$ cat src/rtl/rsa_pkg.sv
// Shared definitions for the RSA key-generation controller: widths, first
// public-exponent candidate and the controller state encoding.
package rsa_pkg;

  localparam int P_W = 4;
  localparam int N_W = 8;

  localparam logic [N_W-1:0] E_FIRST = 8'd3;

  typedef enum logic [3:0] {
    ST_IDLE    = 4'd0,
    ST_LOAD    = 4'd1,
    ST_MUL_N   = 4'd2,
    ST_MUL_PHI = 4'd3,
    ST_E_INIT  = 4'd4,
    ST_GCD     = 4'd5,
    ST_E_NEXT  = 4'd6,
    ST_FIN     = 4'd7,
    ST_FAIL    = 4'd8
  } state_t;

endpackage

$ cat src/rtl/fourbitmultiplier.sv
// Combinational 4x4 -> 8 unsigned shift-and-add multiplier.
// Vectors are [0:N-1] with index 0 as the MSB.
module fourbitmultiplier
  import rsa_pkg::*;
(
  input  logic [0:P_W-1] a_i,
  input  logic [0:P_W-1] b_i,
  output logic [0:N_W-1] prod_o
);

  logic [N_W-1:0] acc;

  // NOTE: always_comb uses blocking assignments and gives acc a value before
  // the loop, so no latch is inferred.
  always_comb begin
    acc = '0;
    for (int i = 0; i < P_W; i++) begin
      // b_i[P_W-1-i] carries weight 2**i because index 0 is the MSB.
      if (b_i[P_W-1-i]) begin
        acc = acc + (N_W'(a_i) << i);
      end
    end
  end

  assign prod_o = acc;

endmodule

$ cat src/rtl/rsa_keygen_ctrl.sv
// Toy RSA key-generation controller: n = p*q, phi = (p-1)*(q-1), public e.
// Define RSA_E_SEARCH_EN to search for the smallest odd e >= 3 coprime to phi;
// otherwise e is fixed at 3 with no coprimality check.
module rsa_keygen_ctrl
  import rsa_pkg::*;
(
  input  logic           clk,
  input  logic           rst_n,
  input  logic           start,
  input  logic [0:P_W-1] p_in,
  input  logic [0:P_W-1] q_in,
  output logic           busy,
  output logic           done,
  output logic           err,
  output logic [0:N_W-1] n_out,
  output logic [0:N_W-1] phi_out,
  output logic [0:N_W-1] e_out
);

  state_t         state_q, state_d;
  logic [0:P_W-1] p_q, p_d, q_q, q_d;
  logic [0:P_W-1] mul_a_q, mul_a_d, mul_b_q, mul_b_d;
  logic [0:N_W-1] n_q, n_d, phi_q, phi_d, e_out_q, e_out_d;
  logic           busy_q, busy_d, done_q, done_d, err_q, err_d;
  logic [0:N_W-1] prod;

`ifdef RSA_E_SEARCH_EN
  logic [0:N_W-1] e_q, e_d, gcd_a_q, gcd_a_d, gcd_b_q, gcd_b_d;
  logic [0:N_W-1] e_nxt;
  assign e_nxt = e_q + 8'd2;
`endif

  // The single multiplier is time-shared: its operands are registered and
  // steered to (p,q) for MUL_N and to (p-1,q-1) for MUL_PHI.
  fourbitmultiplier u_mul (
    .a_i   (mul_a_q),
    .b_i   (mul_b_q),
    .prod_o(prod)
  );

  always_comb begin
    state_d = state_q;
    p_d     = p_q;
    q_d     = q_q;
    mul_a_d = mul_a_q;
    mul_b_d = mul_b_q;
    n_d     = n_q;
    phi_d   = phi_q;
    e_out_d = e_out_q;
    busy_d  = busy_q;
    done_d  = 1'b0;
    err_d   = 1'b0;
`ifdef RSA_E_SEARCH_EN
    e_d     = e_q;
    gcd_a_d = gcd_a_q;
    gcd_b_d = gcd_b_q;
`endif
    case (state_q)
      ST_IDLE: begin
        if (start) begin
          state_d = ST_LOAD;
          busy_d  = 1'b1;
        end
      end
      ST_LOAD: begin
        p_d = p_in;
        q_d = q_in;
        if (p_in < 4'd2 || q_in < 4'd2 || p_in == q_in) begin
          state_d = ST_FAIL;
        end else begin
          mul_a_d = p_in;
          mul_b_d = q_in;
          state_d = ST_MUL_N;
        end
      end
      ST_MUL_N: begin
        n_d = prod;
        // p,q >= 2 was checked in LOAD, so these cannot underflow.
        mul_a_d = p_q - 4'd1;
        mul_b_d = q_q - 4'd1;
        state_d = ST_MUL_PHI;
      end
      ST_MUL_PHI: begin
        phi_d = prod;
`ifdef RSA_E_SEARCH_EN
        state_d = ST_E_INIT;
`else
        state_d = ST_FIN;
`endif
      end
`ifdef RSA_E_SEARCH_EN
      ST_E_INIT: begin
        e_d     = E_FIRST;
        gcd_a_d = E_FIRST;
        gcd_b_d = phi_q;
        // e must lie below phi; also keeps both GCD operands non-zero.
        state_d = (E_FIRST >= phi_q) ? ST_FAIL : ST_GCD;
      end
      ST_GCD: begin
        if (gcd_a_q != gcd_b_q) begin
          if (gcd_a_q > gcd_b_q) gcd_a_d = gcd_a_q - gcd_b_q;
          else                   gcd_b_d = gcd_b_q - gcd_a_q;
        end else begin
          state_d = (gcd_a_q == 8'd1) ? ST_FIN : ST_E_NEXT;
        end
      end
      ST_E_NEXT: begin
        e_d = e_nxt;
        if (e_nxt >= phi_q) begin
          state_d = ST_FAIL;
        end else begin
          gcd_a_d = e_nxt;
          gcd_b_d = phi_q;
          state_d = ST_GCD;
        end
      end
`endif
      ST_FIN: begin
`ifdef RSA_E_SEARCH_EN
        e_out_d = e_q;
`else
        e_out_d = E_FIRST;
`endif
        done_d  = 1'b1;
        busy_d  = 1'b0;
        state_d = ST_IDLE;
      end
      ST_FAIL: begin
        err_d   = 1'b1;
        busy_d  = 1'b0;
        state_d = ST_IDLE;
      end
      default: state_d = ST_IDLE;
    endcase
  end

  // NOTE: sequential state uses non-blocking assignments so every register
  // samples the pre-edge value of the others.
  always_ff @(posedge clk or negedge rst_n) begin
    if (!rst_n) begin
      state_q <= ST_IDLE;
      p_q     <= '0;
      q_q     <= '0;
      mul_a_q <= '0;
      mul_b_q <= '0;
      n_q     <= '0;
      phi_q   <= '0;
      e_out_q <= '0;
      busy_q  <= 1'b0;
      done_q  <= 1'b0;
      err_q   <= 1'b0;
    end else begin
      state_q <= state_d;
      p_q     <= p_d;
      q_q     <= q_d;
      mul_a_q <= mul_a_d;
      mul_b_q <= mul_b_d;
      n_q     <= n_d;
      phi_q   <= phi_d;
      e_out_q <= e_out_d;
      busy_q  <= busy_d;
      done_q  <= done_d;
      err_q   <= err_d;
    end
  end

`ifdef RSA_E_SEARCH_EN
  always_ff @(posedge clk or negedge rst_n) begin
    if (!rst_n) begin
      e_q     <= '0;
      gcd_a_q <= '0;
      gcd_b_q <= '0;
    end else begin
      e_q     <= e_d;
      gcd_a_q <= gcd_a_d;
      gcd_b_q <= gcd_b_d;
    end
  end
`endif

  assign busy    = busy_q;
  assign done    = done_q;
  assign err     = err_q;
  assign n_out   = n_q;
  assign phi_out = phi_q;
  assign e_out   = e_out_q;

endmodule

$ cat config.mk
export PLATFORM = sky130hd
export DESIGN_NAME = rsa_keygen_ctrl
export DESIGN_NICKNAME = d
export VERILOG_FILES = /design/src/rtl/rsa_pkg.sv /design/src/rtl/fourbitmultiplier.sv /design/src/rtl/rsa_keygen_ctrl.sv
export SDC_FILE = /design/constraint.sdc
export NUM_CORES = 1
export LEC_CHECK = 0
export ABC_AREA = 0
export CORE_ASPECT_RATIO = 1.75
export CORE_UTILIZATION = 53
export DETAILED_ROUTE_END_ITERATION = 7
export PLACE_DENSITY = 0.79
export SLEW_MARGIN = 10
export SYNTH_ARGS = -nofsm -noshare
export SYNTH_HDL_FRONTEND = slang
export SYNTH_HIERARCHICAL = 1
export SYNTH_SLANG_ARGS = --single-unit
$ cat constraint.sdc
create_clock -name clk -period 4.2 [get_ports clk]
set_clock_uncertainty 0.05 [all_clocks]
set_input_delay 0.42 -clock clk [delete_from_list [all_inputs] [get_ports clk]]
set_output_delay 0.42 -clock clk [all_outputs]
set_load 0.05 [all_outputs]
# After elaboration in Yosys (flattened, before gate mapping)
# Cells that the tools add are included.
dict set report word_totals {
  ff_bits 40
  inputBits 11
  out_inout_bits 27
  elab_cells 49
}
dict set report op_classes {
  add_sub_neg 5
  order_cmp 2
  n_eq_ne 8
  muxes 15
  n_reduce_logical 8
}
# operator count
set op_table {}
lappend op_table {{2-to-1 mux 8 bit} 3}
lappend op_table {{2-to-1 mux 4 bit} 5}
lappend op_table {{one-hot mux 4 bit (2 select lines)} 2}
lappend op_table {{one-hot mux 4 bit (4 select lines)} 1}
lappend op_table {{adder 8 x 5 -> 8 bit} 1}
lappend op_table {{adder 8 x 6 -> 8 bit} 1}
lappend op_table {{adder 8 x 7 -> 8 bit} 1}
lappend op_table {{== test 4 x 2 -> 1 bit, second input constant} 2}
lappend op_table {{less-than comparator 4 x 2 -> 1 bit, second input constant} 2}
lappend op_table {{subtractor 4 x 1 -> 4 bit, second input constant} 2}
lappend op_table {{== test 4 x 1 -> 1 bit, second input constant} 1}
lappend op_table {{== test 4 x 3 -> 1 bit, second input constant} 1}
lappend op_table {{== test 4 bit} 1}
lappend op_table {{== test 4 bit, second input constant} 1}
lappend op_table {{zero test 4 bit} 1}
lappend op_table {{inequality test 2 bit, second input constant} 2}
lappend op_table {{AND reduction 2 bit} 2}
lappend op_table {{nonzero test 2 bit} 2}
lappend op_table {{2-to-1 mux 1 bit} 3}
lappend op_table {{logical OR 1 bit} 2}
lappend op_table {{one-hot mux 1 bit (2 select lines)} 1}
lappend op_table {{OR reduction 2 bit} 1}

# Logic depth before layout (Yosys ltp)
# Gate-level depths: netlist of the first run.
dict set report logic_depth {
  ltp_word 7
  depth_mapped 18
}

# Cells and area by module
# Netlist of the first run, hierarchy kept.
# mod n_inst cells_each area_per_inst_um2 seq_area_each_um2
set modules_own_cells {}
lappend modules_own_cells {rsa_keygen_ctrl 1 143 1771.7 1001.0}
lappend modules_own_cells {fourbitmultiplier 1 69 563.0 0.0}

# Worst setup path after synthesis of the first run
# Ideal clock, no wire load.
dict set report synth_timing {
  kind {register to register}
  startpoint {register mul_a_q[2] (netlist name)}
  endpoint {register phi_q, in the netlist phi_out[2]}
  setup_time_ps 125
  arrival_time_ps 3564
  setup_slack_ps 461
  stages_incl_launch_ff 18
  n_path_buf 0
  cell_sequence {dfrtp_1 > and2_1 > ha_1 > inv_1 > fa_1 > xnor2_1 > nand2_1 > xor2_1 > inv_1 > fa_1 > nand2_1 > a21boi_1 > ha_1 > fa_1 > xor2_1 > a32oi_1 > o31ai_1 > mux2_2}
}
dict set report synth_via {
  elab_chain_cells 7
}
# item line
set synth_lines {}
lappend synth_lines {{start, declared} rsa_keygen_ctrl.sv:22} ;# logic [0:P_W-1] mul_a_q, mul_a_d, mul_b_q, mul_b_d;
lappend synth_lines {{start signal, assigned} rsa_keygen_ctrl.sv:156} ;# mul_a_q <= mul_a_d;
lappend synth_lines {{2-to-1 mux 4 bit} fourbitmultiplier.sv:19} ;# if (b_i[P_W-1-i]) begin
lappend synth_lines {{adder 8 x 5 -> 8 bit} fourbitmultiplier.sv:20} ;# acc = acc + (N_W'(a_i) << i);
lappend synth_lines {{2-to-1 mux 8 bit} fourbitmultiplier.sv:19}
lappend synth_lines {{adder 8 x 6 -> 8 bit} fourbitmultiplier.sv:20}
lappend synth_lines {{2-to-1 mux 8 bit} fourbitmultiplier.sv:19}
lappend synth_lines {{adder 8 x 7 -> 8 bit} fourbitmultiplier.sv:20}
lappend synth_lines {{2-to-1 mux 8 bit *} fourbitmultiplier.sv:19}
lappend synth_lines {{named net prod (one bit)} rsa_keygen_ctrl.sv:25} ;# logic [0:N_W-1] prod;
lappend synth_lines {{end signal, assigned} rsa_keygen_ctrl.sv:159} ;# phi_q <= phi_d;
lappend synth_lines {{end, declared} rsa_keygen_ctrl.sv:23} ;# logic [0:N_W-1] n_q, n_d, phi_q, phi_d, e_out_q, e_out_d;
# The timed path passes the listed nets; every way through them passes the cells marked *.
# A chain may end at the register's enable or synchronous reset.

# Worst setup path in the final report of the first run
dict set report layout_timing {
  startpoint {register mul_b_q[3] (netlist name)}
  endpoint {register phi_q, in the netlist phi_out[2]}
}
dict set report layout_via {
  elab_chain_cells 7
}
# item line
set layout_lines {}
lappend layout_lines {{start, declared} rsa_keygen_ctrl.sv:22}
lappend layout_lines {{start signal, assigned} rsa_keygen_ctrl.sv:157} ;# mul_b_q <= mul_b_d;
lappend layout_lines {{2-to-1 mux 4 bit *} fourbitmultiplier.sv:19}
lappend layout_lines {{adder 8 x 5 -> 8 bit} fourbitmultiplier.sv:20}
lappend layout_lines {{2-to-1 mux 8 bit *} fourbitmultiplier.sv:19}
lappend layout_lines {{adder 8 x 6 -> 8 bit} fourbitmultiplier.sv:20}
lappend layout_lines {{2-to-1 mux 8 bit *} fourbitmultiplier.sv:19}
lappend layout_lines {{adder 8 x 7 -> 8 bit} fourbitmultiplier.sv:20}
lappend layout_lines {{2-to-1 mux 8 bit *} fourbitmultiplier.sv:19}
lappend layout_lines {{named net prod (one bit)} rsa_keygen_ctrl.sv:25}
# Marked as above.

==> results of run 1 <==
[cell type report]
class,count,share of cell area (%)
inverters,14,1.90
repair buffers,34,11.8
flip-flops and latches,40,36.1
multi-input cells,150,43.8
clock buffers,5,2.48
clock inverters,3,1.67
well taps,49,2.21
[through the flow]
| step | setup WS [ps] | hold WS [ps] | utilization, % | instance area (um2) | cells |
|---|---|---|---|---|---|
| final | 230 | 181 | 66.2 | 2770 | 295 |
| after CTS | 216 | 212 | 66.2 | 2770 | 295 |
| after global placement | 340 | 424 | 63.4 | 2660 | 287 |
| after detailed placement | 242 | 430 | 63.4 | 2660 | 287 |
| after floorplan | 461 | 74.4 | - | 2350 | 217 |
| after global routing | 29.2 | 247 | 66.2 | 2770 | 295 |
[power by group]
group	internal, mW	total (mW)	switching [mW]	leakage, nW
Sequential	0.558	0.714	0.156	0.500
Clock	0.179	0.325	0.145	0.0548
Combinational	0.680	1.56	0.876	0.698
Total	1.42	2.59	1.18	1.25
[layout by cell type (no fill, tap or decap), types with 4 or more instances in the layout]
cell type	Yosys	final
a21oi_1	6	6
a221o_1	4	4
and2_1	5	5
clkbuf_8	0	5
clkdlybuf4s50_1	0	30
conb_1	1	6
dfrtp_1	40	39
ha_1	13	13
inv_1	14	14
mux2_2	23	23
nand2_1	15	15
nand3_1	7	7
nor2_1	8	8
nor3_1	7	7
o21ai_0	7	7
o221ai_1	4	4
xnor2_1	10	10
xor2_1	4	4
[logic make-up (layout without fill, tap and decap cells)]
logic type	count (synthesis)	in the layout	synth area share, %
AND/OR/NAND/NOR	52	52	12.5
flip-flops	40	40	42.9
AO/OA/AOI/OAI	35	35	10.9
buffers and inverters	27	56	5.95
multiplexers	26	26	12.4
adder cells (fa/ha/maj)	17	17	9.97
XOR/XNOR	14	14	5.25
other	1	6	0.161
[worst min path at each step]
stage / slack, ps / cells past startpoint / endpoint
5_1_grt: 250 / 1 / p_q[3]
3_3_place_gp: 420 / 1 / e_out[7]
3_5_place_dp: 430 / 1 / e_out[7]
4_1_cts: 210 / 1 / n_out[2]
2_1_floorplan: 70 / 0 / busy
6_report: 180 / 1 / p_q[3]
[routing by layer]
layer	vias up	GRT usage, %
met5	-	0
met4	0	8.55
met3	7	4.06
met2	32	41.3
met1	777	27.5
li1	802	-
[synth_stat cells, drive strengths merged]
library cell   n
a31oi          3
conb           1
nand4          1
a21oi          6
nor4b          2
nor2b          2
inv           14
o221ai         4
a32oi          1
or2            1
dfrtp         40
nand2         15
xor2           4
a21o           3
a221o          4
clkbuf         4
o31ai          1
fa             3
xnor2         10
nor3           8
nand2b         1
o21ba          1
mux2          24
nor3b          1
nor2           8
and2           5
maj3           1
nand3          7
mux2i          2
ha            13
o21ai          7
a21boi         3
a211oi         1
buf            9
o41ai          1
and3           1
[what timing repair did]
| item | CTS | global route |
|---|---|---|
| setup buffers | 0 | 0 |
| gates resized for setup | 0 | 1 |
| endpoints found under the setup margin | 0 | 2 |
[critical path, stage by stage (launching register included)]
cell	delay, ps
dfrtp_2	410
and2_1	150
ha_1	170
inv_1	60
fa_1	400
xnor2_1	170
nand2_1	90
xor2_1	190
inv_1	110
fa_1	510
nand2_1	60
a21boi_1	140
ha_1	230
fa_1	410
xor2_1	160
a32oi_1	150
o31ai_1	120
mux2_2	280
[sequential cells by signal, summed over array words and instances (netlist names), 4 cells and up]
register / flops
mul_a_q: 4
mul_b_q: 4
n_out: 8
p_q: 4
phi_out: 8
q_q: 4
state_q: 4
==> results.py, run 1 <==
metrics = {
    "clock_network": {
        "cts_sinks": 40,
        "cts_buffer_depth": 2,
        "clock_latency_ps": 290,
        "cts_buffers": 5,
        "root_buffer": "clkbuf_8",
        "hold_buffers": 0,
        "cts_tree": "done",
        "clk_pin_slew_ps": 90,
        "htree_num_levels": 2,
    },
    "sta": {
        "worst_pin_slew_ps": 872,
        "final-setup-viol-count": 0,
        "post-route-min-period_ps": 3970,
        "finalSetupTns_ps": 0,
        "hold_viol_final": 0,
        "fmax_mhz": 252,
        "max_slew_margin_pct": 41.7,
        "slew_viol_final": 0,
        "rsz0062_at_grt": "no",
        "post-route-period-util_pct": 94.5,
    },
    "yosys": {
        "yosysTopAreaCell": "dfrtp_1",
        "syn_inst": 212,
        "synthTopCellsByArea": "dfrtp_1 (43%), mux2_2 (11%), ha_1 (7.0%)",
        "postSynthAreaPerCell_um2": 11.0,
        "synth_area_um2": 2330,
        "ys_ff_latch": 40,
        "ys_warn_count": 6,
        "yosysSeqAreaShare_pct": 42.9,
        "synth_top_area_share_pct": 42.9,
        "synthDistinctLibCells": 41,
    },
    "grt": {
        "grt_pass1_wl_mm": 8.19,
        "grt_overflow": 0,
        "grt_pass1_vias": 1685,
        "antenna_found_initial": 0,
        "grt_usage_pct": 23.6,
        "grt_max_degree": 41,
    },
    "worst_setup_path": {
        "r2r-start": "mul_b_q[3]",
        "startpoint": "mul_b_q[3]",
        "reg2reg_to": "phi_out[2]",
        "path_class": "flop to flop",
        "ff2ff_setup_slack_ps": 230,
        "crit_path_max_fanout": 6,
        "cp_data_required_time_ps": 4340,
        "r2r_cells": 17,
        "endpoint": "phi_out[2]",
        "start_kind": "flop",
        "crit_arrival_ps": 4110,
        "endpoint_kind": "flop",
    },
    "min_path": {
        "hold_class": "input port to asynchronous set/reset pin",
    },
    "floorplanning": {
        "die-width_um": 52.2,
        "start_util_pct": 55.7,
        "dieArea_um2": 4680,
        "row_count": 31,
        "die-height_um": 89.8,
        "num_io_pins": 38,
        "core_um2": 4190,
    },
    "power_and_ir_drop": {
        "vdd_drop_max_uv": 618,
        "power_density_nw_per_um2": 935,
        "p_leak_nw": 1.25,
        "total_power_mw": 2.59,
    },
    "finish": {
        "area_delta_synth_final_pct": 18.8,
        "register_area_um2": 1000,
        "drive_gt1_share_pct": 17.5,
        "multiInputGateArea_um2": 1210,
        "final_nets": 272,
        "fill_cells": 328,
        "diodes": 0,
    },
    "detailed_routing": {
        "num_vias": 1618,
        "routed-wl-met3_um": 120,
        "met2_length_mm": 2.71,
        "wl_mm": 4.72,
        "drc": 0,
        "wl_met1_mm": 1.80,
        "drt-pass1-iter-count": 4,
        "drt-wirelength-per-cell_um": 16.0,
        "top_layer": "met4",
        "drtIter0Drc": 24,
        "via_per_inst": 5.48,
        "detail-route-antenna-nets": 0,
    },
    "place": {
        "place_congestion": 0.884,
        "port_buffers": 31,
        "hpwl_mm": 3.56,
    },
    "flow_run": {
        "cap_violations": 0,
    },
    "run_status": {
        "outcome": "completed",
    },
}
No activity file was read; power rests on OpenSTA's default activity.
==> run 2, diff against run 1 <==
--- a/config.mk
+++ b/config.mk
@@ -7,11 +7,12 @@
 export LEC_CHECK = 0
 export ABC_AREA = 0
 export CORE_ASPECT_RATIO = 1.75
-export CORE_UTILIZATION = 53
+export CORE_UTILIZATION = 54
+export CTS_CLUSTER_SIZE = 12
 export DETAILED_ROUTE_END_ITERATION = 7
-export PLACE_DENSITY = 0.79
+export HOLD_SLACK_MARGIN = 0.03
+export PLACE_DENSITY = 0.8
 export SLEW_MARGIN = 10
 export SYNTH_ARGS = -nofsm -noshare
 export SYNTH_HDL_FRONTEND = slang
-export SYNTH_HIERARCHICAL = 1
 export SYNTH_SLANG_ARGS = --single-unit
==> run 2 against run 1 <==
Net effect: worst setup slack improved by 20 ps; routed wire length increased by 7.6%; critical path depth increased by 1; via count increased by 20%; sequential share of layout area decreased by 1.2 points; synthesized area increased by 7.5%; first-iteration DRC count increased by 21%; hold slack improved by 5.0 ps; fmax increased by 0.50%; clock-buffer cell count unchanged; flip-flop and latch count unchanged; final area increased by 3.4%; critical path type unchanged.
==> results.py, run 2 <==
metrics = {
    "floorplanning": {
        "row_count": 32,
        "die-width_um": 53.5,
        "dieArea_um2": 4940,
        "num_io_pins": 38,
        "start_util_pct": 56.5,
        "die-height_um": 92.2,
        "core_um2": 4440,
    },
    "yosys": {
        "synth_commonest_cells": "dfrtp_1 (40), nand2_1 (24), o21ai_0 (18)",
        "synth_area_um2": 2510,
        "yosysSeqAreaShare_pct": 39.9,
        "synth_top_area_share_pct": 39.9,
        "synthTopCellsByArea": "dfrtp_1 (40%), ha_1 (6.5%), o21ai_0 (3.6%)",
        "postSynthAreaPerCell_um2": 9.62,
        "synthDistinctLibCells": 50,
        "syn_inst": 261,
        "ys_ff_latch": 40,
        "yosysTopAreaCell": "dfrtp_1",
        "synth_edf_count": 0,
        "yosysMostFrequentCell": "dfrtp_1",
        "ys_warn_count": 0,
        "synthArstFlopShare_pct": 100,
        "synthFlopType": "dfrtp_1",
    },
    "sta": {
        "finalSetupTns_ps": 0,
        "final-setup-viol-count": 0,
        "fmax_mhz": 253,
        "worst_pin_slew_ps": 1170,
        "rsz0062_at_grt": "no",
        "max_slew_margin_pct": 21.8,
        "hold_viol_final": 0,
        "post-route-period-util_pct": 94.1,
        "slew_viol_final": 0,
        "post-route-min-period_ps": 3950,
    },
    "run_status": {
        "outcome": "completed",
    },
    "clock_network": {
        "cts_buffer_depth": 2,
        "clock_latency_ps": 300,
        "cts_setup_buffers": 0,
        "root_buffer": "clkbuf_8",
        "cts_buffers": 5,
        "cts-resized-gates": 0,
        "clk_pin_slew_ps": 80,
        "htree_num_levels": 2,
        "hold_buffers": 0,
        "cts_tree": "done",
        "cts_sinks": 40,
    },
    "worst_setup_path": {
        "cp_data_required_time_ps": 4310,
        "crit_path_max_fanout": 4,
        "start_kind": "flop",
        "startpoint": "mul_b_q[3]",
        "critPathMaxStageDelay_ps": 380,
        "r2r-start": "mul_b_q[3]",
        "crit_arrival_ps": 4060,
        "critical_path.slowest_cell": "mux2_2",
        "path_class": "flop to flop",
        "path_cells": "and2_1, ha_1, inv_1, fa_1, nand2b_1, nand3_1, xnor2_1, inv_1, ha_1, a21o_1, a21oi_1, mux2_2, nand2_1, ha_1, a21oi_1, a21oi_1, o21ai_0, o211ai_1",
        "endpoint_kind": "flop",
    },
    "grt": {
        "antenna_found_initial": 0,
        "grt_pass1_vias": 1908,
        "grt_pass1_wl_mm": 8.78,
        "grt_overflow": 0,
        "grt_usage_pct": 24.4,
        "grt_max_degree": 41,
    },
    "detailed_routing": {
        "drt-pass1-iter-count": 4,
        "via_per_inst": 5.78,
        "detail-route-antenna-nets": 0,
        "drc": 0,
        "drtIter0Drc": 29,
        "drt-wirelength-per-cell_um": 15.1,
        "num_vias": 1947,
        "wl_mm": 5.08,
    },
    "finish": {
        "most-common-layout-cells": "dfrtp_1 (40), clkdlybuf4s50_1 (30), nand2_1 (24)",
        "area_delta_synth_final_pct": 14.3,
        "final_common_cell": "dfrtp_1",
        "final_nets": 312,
        "diodes": 0,
        "drive_gt1_share_pct": 9.09,
    },
    "place": {
        "port_buffers": 31,
        "place_congestion": 0.927,
        "hpwl_mm": 3.85,
    },
    "flow_run": {
        "cap_violations": 0,
    },
    "min_path": {
        "hold_class": "input port to asynchronous set/reset pin",
    },
}
[run 2: logic make-up (layout without fill, tap and decap cells)]
logic type	after synthesis	after routing	share of synthesized area [%]
xor gates and xnor gates	11	11	3.84
other	1	6	0.149
DFF	40	40	39.9
buffers and inverters	36	56	7.83
adders and majority gates	16	16	8.87
muxes	9	9	3.84
and+or+nand+nor	83	83	18.5
AOI/OAI and AO/OA	65	65	17.0
[run 2: metrics by stage]
stage                     cell area (um2)  cells  setup WS, ps  hold slack [ps]  utilization (%)
after floorplan                      2530    266           374             74.4                -
after global placement               2780    329           396              412             62.6
after detailed placement             2780    329           263              419             62.6
after CTS                            2870    337           259              215             64.5
after global routing                 2870    337          20.3              260             64.5
final                                2870    337           250              186             64.5
[run 2: area by class of cell]
type | instances | area, um2
repair buffers | 35 | 335
multi-input cells | 190 | 1330
clock buffers | 5 | 68.8
flip-flops and latches | 40 | 1000
well taps | 51 | 63.8
inverters | 13 | 48.8
clock inverters | 3 | 18.8
fillers | 379 | 1580
[run 2: routing by layer]
layer	GRT usage, %	vias to the layer above	wire length, um	share of wire, %
met5	0	-	0	0
met4	13.6	0	205	4.0
met3	3.81	17	109	2.1
met2	41.9	39	2810	55
met1	27.0	928	1950	38
li1	-	963	-	-
[run 2: worst paths after layout]
kind,slack [ps],cells after the start,endpoint
setup / recovery,250,18,phi_out[1]
hold / removal,190,1,n_out[1]
setup reg to reg,250,18,phi_out[1]
hold reg to reg,430,2,phi_out[5]
max in group asynchronous,3370,1,mul_a_q[1]
min in group clk,430,2,phi_out[5]
[run 2: worst max-delay path, delay by kind of cell, from the launching register on]
family	cells	cell delay, ps
muxes	1	380
and+or+nand+nor	4	490
adders and majority gates	4	1120
xor gates and xnor gates	1	260
AOI/OAI and AO/OA	6	1050
buffers and inverters	2	140
DFF	1	340
Power of run 2 is not shown: default switching activity piles up to over one toggle a cycle in this logic, so the estimate is an artifact.
==> run 3, diff against run 2 <==
--- a/config.mk
+++ b/config.mk
@@ -7,11 +7,10 @@
 export LEC_CHECK = 0
 export ABC_AREA = 0
 export CORE_ASPECT_RATIO = 1.75
-export CORE_UTILIZATION = 54
+export CORE_UTILIZATION = 40
 export CTS_CLUSTER_SIZE = 12
 export DETAILED_ROUTE_END_ITERATION = 7
 export HOLD_SLACK_MARGIN = 0.03
-export PLACE_DENSITY = 0.8
 export SLEW_MARGIN = 10
 export SYNTH_ARGS = -nofsm -noshare
 export SYNTH_HDL_FRONTEND = slang
==> run 3 against run 2 <==
Net effect: worst setup slack gained 85 ps; sequential share of layout area shrank 0.57 points; final cell count grew 8.3%; core utilization shrank 16 points; routed wire length grew 6.9%; global-route usage shrank 5.7 points; flip-flop and latch count is the same; first-iteration DRC count grew 79%; critical path depth is the same; hold slack gained 6.6 ps; final area grew 1.7%.
==> results.py, run 3 (synthesis results as in run 2) <==
metrics = {
    "run_status": {
        "outcome": "completed",
    },
    "min_path": {
        "hold_class": "input port to asynchronous set/reset pin",
    },
    "worst_setup_path": {
        "crit_arrival_ps": 4020,
        "path_class": "flop to flop",
        "cp_data_required_time_ps": 4360,
        "critical_path.slowest_cell": "fa_1",
        "crit_top_cell": "ha_1",
        "path_cells": "and2_1, ha_1, inv_1, fa_1, nand2b_1, nand3_1, xnor2_1, inv_1, ha_1, a21o_1, a21oi_1, mux2_2, nand2_1, ha_1, a21oi_1, and3_1, o21ai_0, o211ai_1",
        "endpoint_kind": "flop",
        "crit_path_max_fanout": 4,
        "start_kind": "flop",
        "critPathMaxStageDelay_ps": 370,
    },
    "grt": {
        "antenna_found_initial": 0,
        "grt_overflow": 0,
        "grt_usage_pct": 18.7,
        "grt_pass1_vias": 1890,
        "grt_pass1_wl_mm": 9.07,
        "grt_max_degree": 41,
    },
    "finish": {
        "area_delta_synth_final_pct": 16.2,
        "drive_gt1_share_pct": 9.76,
        "diodes": 0,
        "final_nets": 314,
        "most-common-layout-cells": "dfrtp_1 (40), clkdlybuf4s50_1 (30), nand2_1 (24)",
        "final_common_cell": "dfrtp_1",
    },
    "sta": {
        "finalSetupTns_ps": 0,
        "post-route-period-util_pct": 92.0,
        "worst_pin_slew_ps": 1160,
        "slew_viol_final": 0,
        "fmax_mhz": 259,
        "max_slew_margin_pct": 22.9,
        "final-setup-viol-count": 0,
        "post-route-min-period_ps": 3870,
        "hold_viol_final": 0,
        "rsz0062_at_grt": "no",
    },
    "floorplanning": {
        "num_io_pins": 38,
        "die-width_um": 61.9,
        "die-height_um": 107,
        "row_count": 37,
        "dieArea_um2": 6610,
        "start_util_pct": 42.0,
        "core_um2": 5970,
    },
    "clock_network": {
        "root_buffer": "clkbuf_8",
        "clk_pin_slew_ps": 80,
        "cts_buffers": 5,
        "cts_buffer_depth": 2,
        "clock_latency_ps": 290,
        "htree_num_levels": 2,
        "cts_tree": "done",
        "cts_sinks": 40,
    },
    "detailed_routing": {
        "drc": 0,
        "wl_mm": 5.43,
        "drtIter0Drc": 52,
        "via_per_inst": 5.36,
        "drt-wirelength-per-cell_um": 14.9,
        "detail-route-antenna-nets": 0,
        "num_vias": 1956,
        "drt-pass1-iter-count": 4,
    },
    "flow_run": {
        "cap_violations": 0,
    },
    "place": {
        "hpwl_mm": 4.22,
        "port_buffers": 31,
        "place_congestion": 0.856,
    },
}
-- run 3: cell types whose count changed in the layout (fill, tap and decap cells not counted), sizes merged --
cell,delta
buf,+2
clkinv,-2
clkinvlp,+1
-- run 3: layer usage --
layer	up-vias	share of wire, %	global-route usage [%]
li1	971	-	-
met4	0	5.2	11.7
met1	932	39	22.1
met2	36	54	30.3
met3	17	1.9	2.90
met5	-	0	0
-- run 3: timing repair --
| action | 4_1_cts | 5_1_grt |
|---|---|---|
| hold buffers | 0 | 0 |
| endpoints found under the setup margin | 0 | 2 |
| setup buffers | 0 | 0 |
| gates resized for setup | 0 | 1 |
-- run 3: per-stage QoR --
| stage | worst slack [ps] | instance area, um2 | hold slack (ps) | util, % | std cells |
|---|---|---|---|---|---|
| 3_3_place_gp | 385 | 2830 | 413 | 47.4 | 358 |
| 6_report | 334 | 2920 | 193 | 48.8 | 365 |
| 3_5_place_dp | 309 | 2830 | 422 | 47.4 | 358 |
| 2_1_floorplan | 374 | 2530 | 74.4 | - | 266 |
| 5_1_grt | 18.8 | 2920 | 265 | 48.8 | 365 |
| 4_1_cts | 291 | 2910 | 228 | 48.7 | 365 |
-- run 3: critical path: cells and delay by family, from the launching register on --
family                     cells  cell delay [ps]
buffers and inverters          2              130
muxes                          1              370
AOI/OAI and AO/OA              5              850
and+or+nand+nor                5              650
xor gates and xnor gates       1              250
DFF                            1              340
adders and majority gates      4             1120
-- run 3: final cells by class --
cell class                      count  area [um2]
Timing Repair Buffer               37         350
Sequential cell                    40        1000
Fill cell                         557        3060
Multi-Input combinational cell    190        1340
Tap cell                           78        97.6
Clock inverter                      2        12.5
Clock buffer                        5        68.8
Inverter                           13        48.8
-- run 3: path summary, 6_finish.rpt --
check,startpoint,end,slack [ps],cells past startpoint
min in group clk,phi_out[6],phi_out[6],430,2
max in group asynchronous,rst_n,n_out[2],3350,1
setup reg to reg,mul_a_q[2],phi_out[1],330,18
hold reg to reg,phi_out[6],phi_out[6],430,2
setup / recovery,mul_a_q[2],phi_out[1],330,18
hold / removal,rst_n,err,190,1
Power of run 3 is left out for the same reason.
